===== src/rtl/cnn_pkg.sv =====
// Shared types and defaults for the CNN inference sequencer.
package cnn_pkg;

  typedef enum logic [2:0] {
    IDLE,
    LOAD_W,
    CLEAR,
    LOAD_D,
    WAIT_RES
  } state_e;

  localparam logic MODE_WEIGHT = 1'b1;
  localparam logic MODE_DATA   = 1'b0;

  localparam int W_BYTES_DEF = 54;
  localparam int D_BYTES_DEF = 64;

endpackage


===== src/rtl/res_fifo.sv =====
// Small synchronous FIFO for captured result bytes; flush drops all entries.
module res_fifo #(
  parameter int DEPTH = 1,
  parameter int DW    = 8
) (
  input  logic          clk,
  input  logic          rst_n,
  input  logic          flush,
  input  logic          push,
  input  logic [DW-1:0] wdata,
  input  logic          pop,
  output logic [DW-1:0] rdata,
  output logic          empty,
  output logic          full
);

  localparam int PW = (DEPTH > 1) ? $clog2(DEPTH) : 1;
  localparam int CW = $clog2(DEPTH + 1);

  logic [DW-1:0] mem [1<<PW];
  logic [PW-1:0] wptr, rptr;
  logic [CW-1:0] cnt;
  logic          do_push, do_pop;

  function automatic logic [PW-1:0] nxt(input logic [PW-1:0] p);
    return (p == PW'(DEPTH - 1)) ? '0 : p + 1'b1;
  endfunction

  assign empty   = (cnt == '0);
  assign full    = (cnt == CW'(DEPTH));
  assign do_pop  = pop && !empty;
  // A full buffer still takes a push when the head leaves in the same cycle.
  assign do_push = push && (!full || do_pop);
  assign rdata   = empty ? '0 : mem[rptr];

  always_ff @(posedge clk or negedge rst_n) begin
    if (!rst_n) begin
      wptr <= '0;
      rptr <= '0;
      cnt  <= '0;
    end else if (flush) begin
      wptr <= '0;
      rptr <= '0;
      cnt  <= '0;
    end else begin
      if (do_push) wptr <= nxt(wptr);
      if (do_pop)  rptr <= nxt(rptr);
      case ({do_push, do_pop})
        2'b10:   cnt <= cnt + 1'b1;
        2'b01:   cnt <= cnt - 1'b1;
        default: cnt <= cnt;
      endcase
    end
  end

  always_ff @(posedge clk) begin
    if (do_push && !flush) mem[wptr] <= wdata;
  end

endmodule


===== src/rtl/cnn_infer_sequencer.sv =====
// Host-side sequencer: loads weights/image into the CNN core, clears it per
// image, and returns the captured result bytes over a valid/ready port.
module cnn_infer_sequencer
  import cnn_pkg::*;
#(
  parameter int W_BYTES    = W_BYTES_DEF,
  parameter int D_BYTES    = D_BYTES_DEF,
  parameter int RES_BYTES  = 1,
  parameter int CLR_CYCLES = 2,
  parameter int TIMEOUT    = 255
) (
  input  logic       clk,
  input  logic       rst_n,
  input  logic       cmd_valid,
  input  logic       cmd_load_w,
  output logic       cmd_ready,
  input  logic       s_valid,
  input  logic [7:0] s_data,
  output logic       s_ready,
  output logic       core_mode,
  output logic       core_ram_en,
  output logic [7:0] core_din,
  output logic       core_rst_n,
  input  logic [7:0] core_dout,
  input  logic       core_out_flag,
  output logic       m_valid,
  output logic [7:0] m_data,
  input  logic       m_ready,
  output logic       busy,
  output logic       err_timeout
);

  localparam int CW = $clog2(((W_BYTES > D_BYTES) ? W_BYTES : D_BYTES) + 1);
  localparam int TW = $clog2(TIMEOUT + 1);
  localparam int RW = $clog2(RES_BYTES + 1);

  state_e        state, state_d;
  logic [CW-1:0] cnt;
  logic [TW-1:0] tmr;
  logic [RW-1:0] cap_cnt;
  logic          w_loaded;
  logic          armed;
  logic          cmd_acc, s_acc, cap, to_hit;
  logic          fifo_empty, fifo_full;

  // armed keeps cmd_ready low while reset is asserted.
  assign cmd_ready = armed && (state == IDLE) && fifo_empty;
  assign cmd_acc   = cmd_valid && cmd_ready;
  assign s_acc     = s_valid && s_ready;
  assign busy      = (state != IDLE);
  assign m_valid   = !fifo_empty;

  always_comb begin
    state_d = state;
    s_ready = 1'b0;
    cap     = 1'b0;
    to_hit  = 1'b0;
    case (state)
      IDLE:
        if (cmd_acc) state_d = (cmd_load_w || !w_loaded) ? LOAD_W : CLEAR;
      LOAD_W: begin
        s_ready = 1'b1;
        if (s_valid && cnt == CW'(W_BYTES - 1)) state_d = CLEAR;
      end
      CLEAR:
        if (cnt == CW'(CLR_CYCLES - 1)) state_d = LOAD_D;
      LOAD_D: begin
        s_ready = 1'b1;
        if (s_valid && cnt == CW'(D_BYTES - 1)) state_d = WAIT_RES;
      end
      WAIT_RES: begin
        cap = core_out_flag;
        // A final capture on the timeout cycle wins over the timeout.
        if (cap && cap_cnt == RW'(RES_BYTES - 1)) begin
          state_d = IDLE;
        end else if (tmr == TW'(TIMEOUT - 1)) begin
          state_d = IDLE;
          to_hit  = 1'b1;
        end
      end
      default: state_d = IDLE;
    endcase
  end

  always_ff @(posedge clk or negedge rst_n) begin
    if (!rst_n) begin
      state       <= IDLE;
      cnt         <= '0;
      tmr         <= '0;
      cap_cnt     <= '0;
      w_loaded    <= 1'b0;
      armed       <= 1'b0;
      err_timeout <= 1'b0;
    end else begin
      armed <= 1'b1;
      state <= state_d;
      if (state_d != state)             cnt <= '0;
      else if (s_acc || state == CLEAR) cnt <= cnt + 1'b1;
      tmr     <= (state == WAIT_RES && state_d == WAIT_RES) ? tmr + 1'b1 : '0;
      if (state != WAIT_RES) cap_cnt <= '0;
      else if (cap)          cap_cnt <= cap_cnt + 1'b1;
      if (state == LOAD_W && state_d == CLEAR) w_loaded <= 1'b1;
      if (cmd_acc)     err_timeout <= 1'b0;
      else if (to_hit) err_timeout <= 1'b1;
    end
  end

  // Core strobes lag the stream handshake by one cycle; core_rst_n is
  // registered too so the clear window stays aligned with the write stream.
  always_ff @(posedge clk or negedge rst_n) begin
    if (!rst_n) begin
      core_mode   <= 1'b0;
      core_ram_en <= 1'b0;
      core_din    <= '0;
      core_rst_n  <= 1'b1;
    end else begin
      core_ram_en <= s_acc;
      core_rst_n  <= (state != CLEAR);
      if (s_acc) begin
        core_mode <= (state == LOAD_W) ? MODE_WEIGHT : MODE_DATA;
        core_din  <= s_data;
      end
    end
  end

  res_fifo #(.DEPTH(RES_BYTES), .DW(8)) u_res_fifo (
    .clk   (clk),
    .rst_n (rst_n),
    .flush (to_hit),
    .push  (cap),
    .wdata (core_dout),
    .pop   (m_ready),
    .rdata (m_data),
    .empty (fifo_empty),
    .full  (fifo_full)
  );

endmodule


===== config.mk =====
export PLATFORM = sky130hd
export DESIGN_NAME = cnn_infer_sequencer
export DESIGN_NICKNAME = d
export VERILOG_FILES = /design/src/rtl/cnn_pkg.sv /design/src/rtl/res_fifo.sv /design/src/rtl/cnn_infer_sequencer.sv
export SDC_FILE = /design/constraint.sdc
export NUM_CORES = 1
export LEC_CHECK = 0
export BUFFER_PORTS_ARGS = -buffer_cell sky130_fd_sc_hd__buf_2
export CAP_MARGIN = 20
export CORE_MARGIN = 2
export CORE_UTILIZATION = 49
export DETAILED_ROUTE_END_ITERATION = 8
export PLACE_DENSITY = 0.81
export SETUP_SLACK_MARGIN = 0.4
export SLEW_MARGIN = 20
export SYNTH_ARGS = -nofsm -noshare
export SYNTH_HDL_FRONTEND = slang
export SYNTH_HIERARCHICAL = 1
export SYNTH_SLANG_ARGS = --single-unit

===== constraint.sdc =====
create_clock -name clk -period 3.6 [get_ports clk]
set_clock_uncertainty 0.1 [all_clocks]
set_input_delay 0.54 -clock clk [delete_from_list [all_inputs] [get_ports clk]]
set_output_delay 0.54 -clock clk [all_outputs]
set_load 0.05 [all_outputs]

Yosys cells after proc, flatten, opt, wreduce, memory -nomap -nowiden
Memories as Yosys holds them, arrays and structs flattened.
Cells that the tools add are included.
Widths: inputs -> output; s select.
{"block": "word_totals", "ramBits": 16, "n_memories": 1, "out_inout_bits": 24, "elab_cells": 98, "input_bits": 23, "regBits": 36}
{"memory": "u_res_fifo.mem", "words": 2, "word_bits": 8, "read_ports": 1, "rd_ports_with_merged_regs": 0, "write_ports": 1, "line_no": "res_fifo.sv:20", "text": "logic [DW-1:0] mem [1<<PW];"}
{"block": "op_classes", "n_reduce_logical": 27, "bitwise_logic": 2, "addsub": 7, "n_eq_ne": 15, "muxes": 32}
{"cell": "$mux 1", "n": 19}
{"cell": "$mux 3", "n": 6}
{"cell": "$mux 8", "n": 2}
{"cell": "$pmux 3 s5", "n": 1}
{"cell": "$eq 7x6->1 const B", "n": 2}
{"cell": "$mux 7", "n": 2}
{"cell": "$logic_and 1x1->1", "n": 12}
{"cell": "$reduce_bool 2->1", "n": 5}
{"cell": "$eq 3x2->1 const B", "n": 3}
{"cell": "$add 8x1->8 const B", "n": 1}
{"cell": "$eq 8x8->1 const B", "n": 1}
{"cell": "$add 7x1->7 const B", "n": 1}
{"cell": "$eq 7x1->1 const B", "n": 1}
{"cell": "$eq 3x3->1 const B", "n": 2}
{"cell": "$reduce_bool 3->1", "n": 2}
{"cell": "$add 1x1->1 const B", "n": 4}
{"cell": "$eq 3x1->1 const B", "n": 1}
{"cell": "$logic_not 1->1", "n": 3}
{"cell": "$logic_not 3->1", "n": 1}
{"cell": "$logic_or 1x1->1", "n": 3}
{"cell": "$ne 3x2->1 const B", "n": 1}
{"cell": "$ne 3x3->1", "n": 1}
{"cell": "$ne 3x3->1 const B", "n": 1}
{"cell": "$eq 2x1->1 const B", "n": 1}
{"cell": "6 further kinds", "n": 7}

Depth between registers and ports, before layout
{"block": "logic_depth", "depth_word": 9, "depth_mapped": 7, "mapped_depth_nobuf": 6}

Hierarchy
The synthesis kept the hierarchy.
{"module": "cnn_infer_sequencer", "area_per_inst_um2": 1624.1, "cells_each": 147, "instances": 1, "seq_area_each_um2": 827.0}
{"module": "res_fifo", "area_per_inst_um2": 365.4, "cells_each": 21, "instances": 1, "seq_area_each_um2": 265.3}

Worst setup path after synthesis
Ideal clock, no wire load.
{"block": "synth_timing", "path_type": "reg-to-output", "from": "reg state[2]", "to": "out cmd_ready", "required_time_ns": 2.960, "arrival_ns": 1.387, "path_buffers": 1, "path_stages_with_launch": 4, "path_slack_ns": 1.573, "path_cell_list": "dfrtp_1 > clkbuf_1 > nor3_1 > and3_1"}
{"block": "synth_via", "elab_chain_len": 3}
{"item": "start, declared", "line_no": "cnn_infer_sequencer.sv:37", "text": "state_e state, state_d;"}
{"item": "start signal, assigned", "line_no": "cnn_infer_sequencer.sv:96", "text": "state <= state_d;"}
{"item": "$logic_not 3->1", "line_no": "cnn_infer_sequencer.sv:47", "text": "assign cmd_ready = armed && (state == IDLE) && fifo_empty;"}
{"item": "$logic_and 1x1->1 (2 in series)", "line_no": "cnn_infer_sequencer.sv:47"}
{"item": "end, declared", "line_no": "cnn_infer_sequencer.sv:16", "text": "output logic cmd_ready,"}
Every way passes these cells.

Worst setup path in the final report
Same ends and word-level chain as after synthesis.

==> summary by stage <==
Status
The run finished with clean final reports.

Timing
The worst-case hold slack is 203 ps. The share of the clock period used by the worst path is 66.4%. The relative slew slack is 50.7%. For the pin with the worst max-slew slack, the measured transition is between 700 and 800 ps. The max-slew violation count came to 0. The post-layout minimum cycle time is 2390 ps. The total negative setup slack is 0 ps.

The number of hold violations in the final report is 0. Based on the critical path, the design can be clocked at up to 0.419 GHz. Setup repair after global routing left no endpoint under its margin.

Setup violations remaining at the end of the flow were counted as 0.

Final layout
The fraction of layout instances using a drive strength above 1 is about 36%. The antenna diode instance count is 0. The sequential cell area is 1090 um2. The area added between synthesis and finish is 17.4%. The net count of the finished layout is roughly 240. The area taken by multi-input logic gates is between 800 and 900 um2. Fill cells in the final layout number 356. Once layout is done, the placed cells without fillers occupy 2340 um2.

Worst setup path
The kind of launch point of the worst setup path is a register. The slowest stage of the critical path belongs to the cell sky130_fd_sc_hd__dfrtp_1. Across all register-to-register paths, the minimum setup slack is approximately 1500 ps.

The worst register-to-register path begins at state[2]. The required arrival time at the worst endpoint is 2960 ps. The worst reg-to-reg path cell count is 3. The critical path goes through nor3_1 -> and3_1 -> buf_2. The endpoint of the lowest-slack register-to-register path is u_res_fifo/mem[0][0]. The combined buffer and inverter count along the critical path is 1. The signal arrival time at the worst endpoint is 1750 ps. The kind of cell with the highest combined delay along the critical path is simple AND/OR/NAND/NOR gates. By startpoint and endpoint, the worst setup path is classified as register to primary output. STA classifies the critical path endpoint as a primary output. Of all nets on the critical path, the largest fanout is 12. The maximum single-stage delay on the critical path is 510 ps.

Worst hold path
The min-delay analysis places its worst path in the category input port to asynchronous set/reset pin.

Global routing
The wire length of the first global-routing pass is around 5700 um. Global routing used 17.1% of the available tracks. The aggregate global routing overflow is 0.

The number of global-route vias before repair is 1300. The number of antenna violations at the first check in global routing was 0. The pin count of the biggest net entering global routing is 35.

Clocking
The CTS tree is built. The H-tree was split into 2 levels. Gates resized during post-CTS repair numbered 0. The clock transition at the registers of the reported paths is around 80 ps.

Counting every sink on the clock net gives 42. The post-CTS setup repair buffer count is 0. The clock tree root driver cell is sky130_fd_sc_hd__clkbuf_8. The insertion delay to the later sink of the worst-skew pair is 290 ps. The number of buffers inserted during clock tree synthesis is 5.

No sink is reached through more buffers than the 2 on the longest clock path. The number of buffers added to fix hold violations after cts is 0.

Synthesis
In this run, distinct cell masters in the synthesized netlist total 43. The cell count after synthesis is 168. The Yosys step of the flow raised 6 warnings. The flip-flop and latch count after synthesis is 42.

The proportion of synthesized chip area in sequential cells is 54.9%. The share of synthesized flip-flops with an asynchronous set or reset is 81.0%. The count of flip-flops with a built-in enable after synthesis is 8. The synthesized netlist net count is 195. Summing every instance area after synthesis gives 1990 um2.

The primary flip-flop cell chosen by synthesis mapping is sky130_fd_sc_hd__dfrtp_1. The mean area per synthesized cell is 11.8 um2.

Drt
The number of detailed-route iterations in the first pass is 4. The number of remaining DRC errors is 0. The initial detailed-routing violation count is 70. The average routed wire per standard cell is 12.8 um. The detailed router placed 1358 vias in this run. The post-detailed-route count of antenna-violating nets is 0.

The aggregate routed wire length is approximately 3400 um. The number of vias per cell after detailed routing is 5.09.

Floorplan
The core footprint is 3940 um2. The die width is slightly below 70 um. The die outline area is between 4000 and 5000 um2. The initial utilization of the core area, before any placement, comes to 50.5%. The total number of placement rows is 23.

The I/O pin count is 47. The floorplan step set the die height to 67.7 um.

Pwr
Dividing total power by cell area gives a power density of 611 nW/um2. VDD sags by at most 0.220 mV. The leakage dissipation is around 1.1 nW.

Job
The tool flagged a number of max-cap violations equal to 0.

Place
During placement, the flow inserted port buffers numbering 46. The final RePlAce weighted congestion is roughly 0.85. After detailed placement, the total cell area comes to 2250 um2. The final HPWL from detailed placement is 2590 um.
per-stage QoR:
step,utilization [%],std cells,setup slack (ps),total power [mW]
4_1_cts,59.3,267,1220,1.44
5_1_grt,59.3,267,1020,1.52
3_3_place_gp,57.2,259,1530,1.14
2_1_floorplan,-,168,1570,1.05
6_report,59.3,267,1210,1.43
3_5_place_dp,57.2,259,1480,1.16
metal layers:
metal	vias up	track usage, %	share of wire (%)
met4	0	9.44	2.0
met3	5	5.17	6.0
met5	-	0	0
met2	35	26.1	47
met1	645	21.5	45
li1	673	-	-
kinds of logic (layout without fill, tap and decap cells):
kind of cell    count (synthesis)  in the layout  synth area share, %
xor+xnor                       13             13                 5.72
mux                             9              9                 5.03
buf+inv                        13             62                 2.96
flops                          42             42                 54.9
fa+ha+maj                       4              4                 2.52
compound gates                 11             11                 6.73
other cells                     1              1                0.188
simple gates                   75             75                 21.9
final cells by class:
| type | instances | share of cell area, % |
|---|---|---|
| Clock buffer | 6 | 3.11 |
| Clock inverter | 2 | 0.428 |
| Inverter | 8 | 1.29 |
| Multi-Input combinational cell | 113 | 35.9 |
| Sequential cell | 42 | 46.8 |
| Tap cell | 50 | 2.68 |
| Timing Repair Buffer | 46 | 9.86 |
worst max-delay path by stage:
stage | cells after the start | end | start
6_report | 3 | cmd_ready | state[2]
5_1_grt | 3 | cmd_ready | state[2]
4_1_cts | 3 | cmd_ready | state[2]
3_5_place_dp | 4 | u_res_fifo/mem[0][0] | core_out_flag
3_3_place_gp | 3 | u_res_fifo/mem[0][0] | state[2]
2_1_floorplan | 3 | cmd_ready | state[2]
state kept, by name (all words and copies together), names as in the netlist:
name and cells:
err_timeout 1, u_res_fifo/full 1, core_ram_en 1, armed 1
tmr 8, core_din 8, state 3, w_loaded 1
core_mode 1, core_rst_n 1, cap_cnt 1, cnt 7
u_res_fifo/mem 8
power by group:
group	switching (mW)	internal, mW
clock network	0.150	0.134
logic	0.314	0.177
registers	0.0830	0.569
Yosys cell counts, types with 2 or more instances:
cell                        n  area (um2)
sky130_fd_sc_hd__edfxtp_1   8         240
sky130_fd_sc_hd__nand4_1    2        12.5
sky130_fd_sc_hd__nand2_1   10        37.5
sky130_fd_sc_hd__nand3_1    9        45.0
sky130_fd_sc_hd__and3_1     4        25.0
sky130_fd_sc_hd__xor2_1     5        43.8
sky130_fd_sc_hd__nor2_1    14        52.6
sky130_fd_sc_hd__nor3_1     9        45.0
sky130_fd_sc_hd__mux2_2     8        90.1
sky130_fd_sc_hd__ha_1       4        50.1
sky130_fd_sc_hd__inv_1      8        30.0
sky130_fd_sc_hd__xnor2_1    8        70.1
sky130_fd_sc_hd__and4_1     2        17.5
sky130_fd_sc_hd__nor2b_1    3        18.8
sky130_fd_sc_hd__o21ai_0    3        15.0
sky130_fd_sc_hd__and2_2     8        60.1
sky130_fd_sc_hd__dfrtp_1   33         826
sky130_fd_sc_hd__nand2b_1   2        12.5
sky130_fd_sc_hd__nor4_1     3        18.8
sky130_fd_sc_hd__clkbuf_1   2        7.51
cell usage in the layout (no fill, tap or decap), drive strengths merged, types with 2 or more instances in the layout:
master,n
buf,46
dfrtp,33
nor2,14
nand2,10
nor3,9
nand3,9
inv,8
xnor2,8
mux2,8
and2,8
edfxtp,8
clkbuf,6
xor2,5
and3,4
ha,4
nor2b,4
o21ai,3
nor4,3
and4,2
nand2b,2
nand4,2
clkinv,2
or3b,2
a32oi,2
nor3b,2
worst reg2reg max path: stages (launching register included):
cell	delay (ps)
sky130_fd_sc_hd__dfrtp_1	560
sky130_fd_sc_hd__or3b_4	470
sky130_fd_sc_hd__nor2_1	130
sky130_fd_sc_hd__nor3b_2	510
Power figures use the tool's default switching activity.
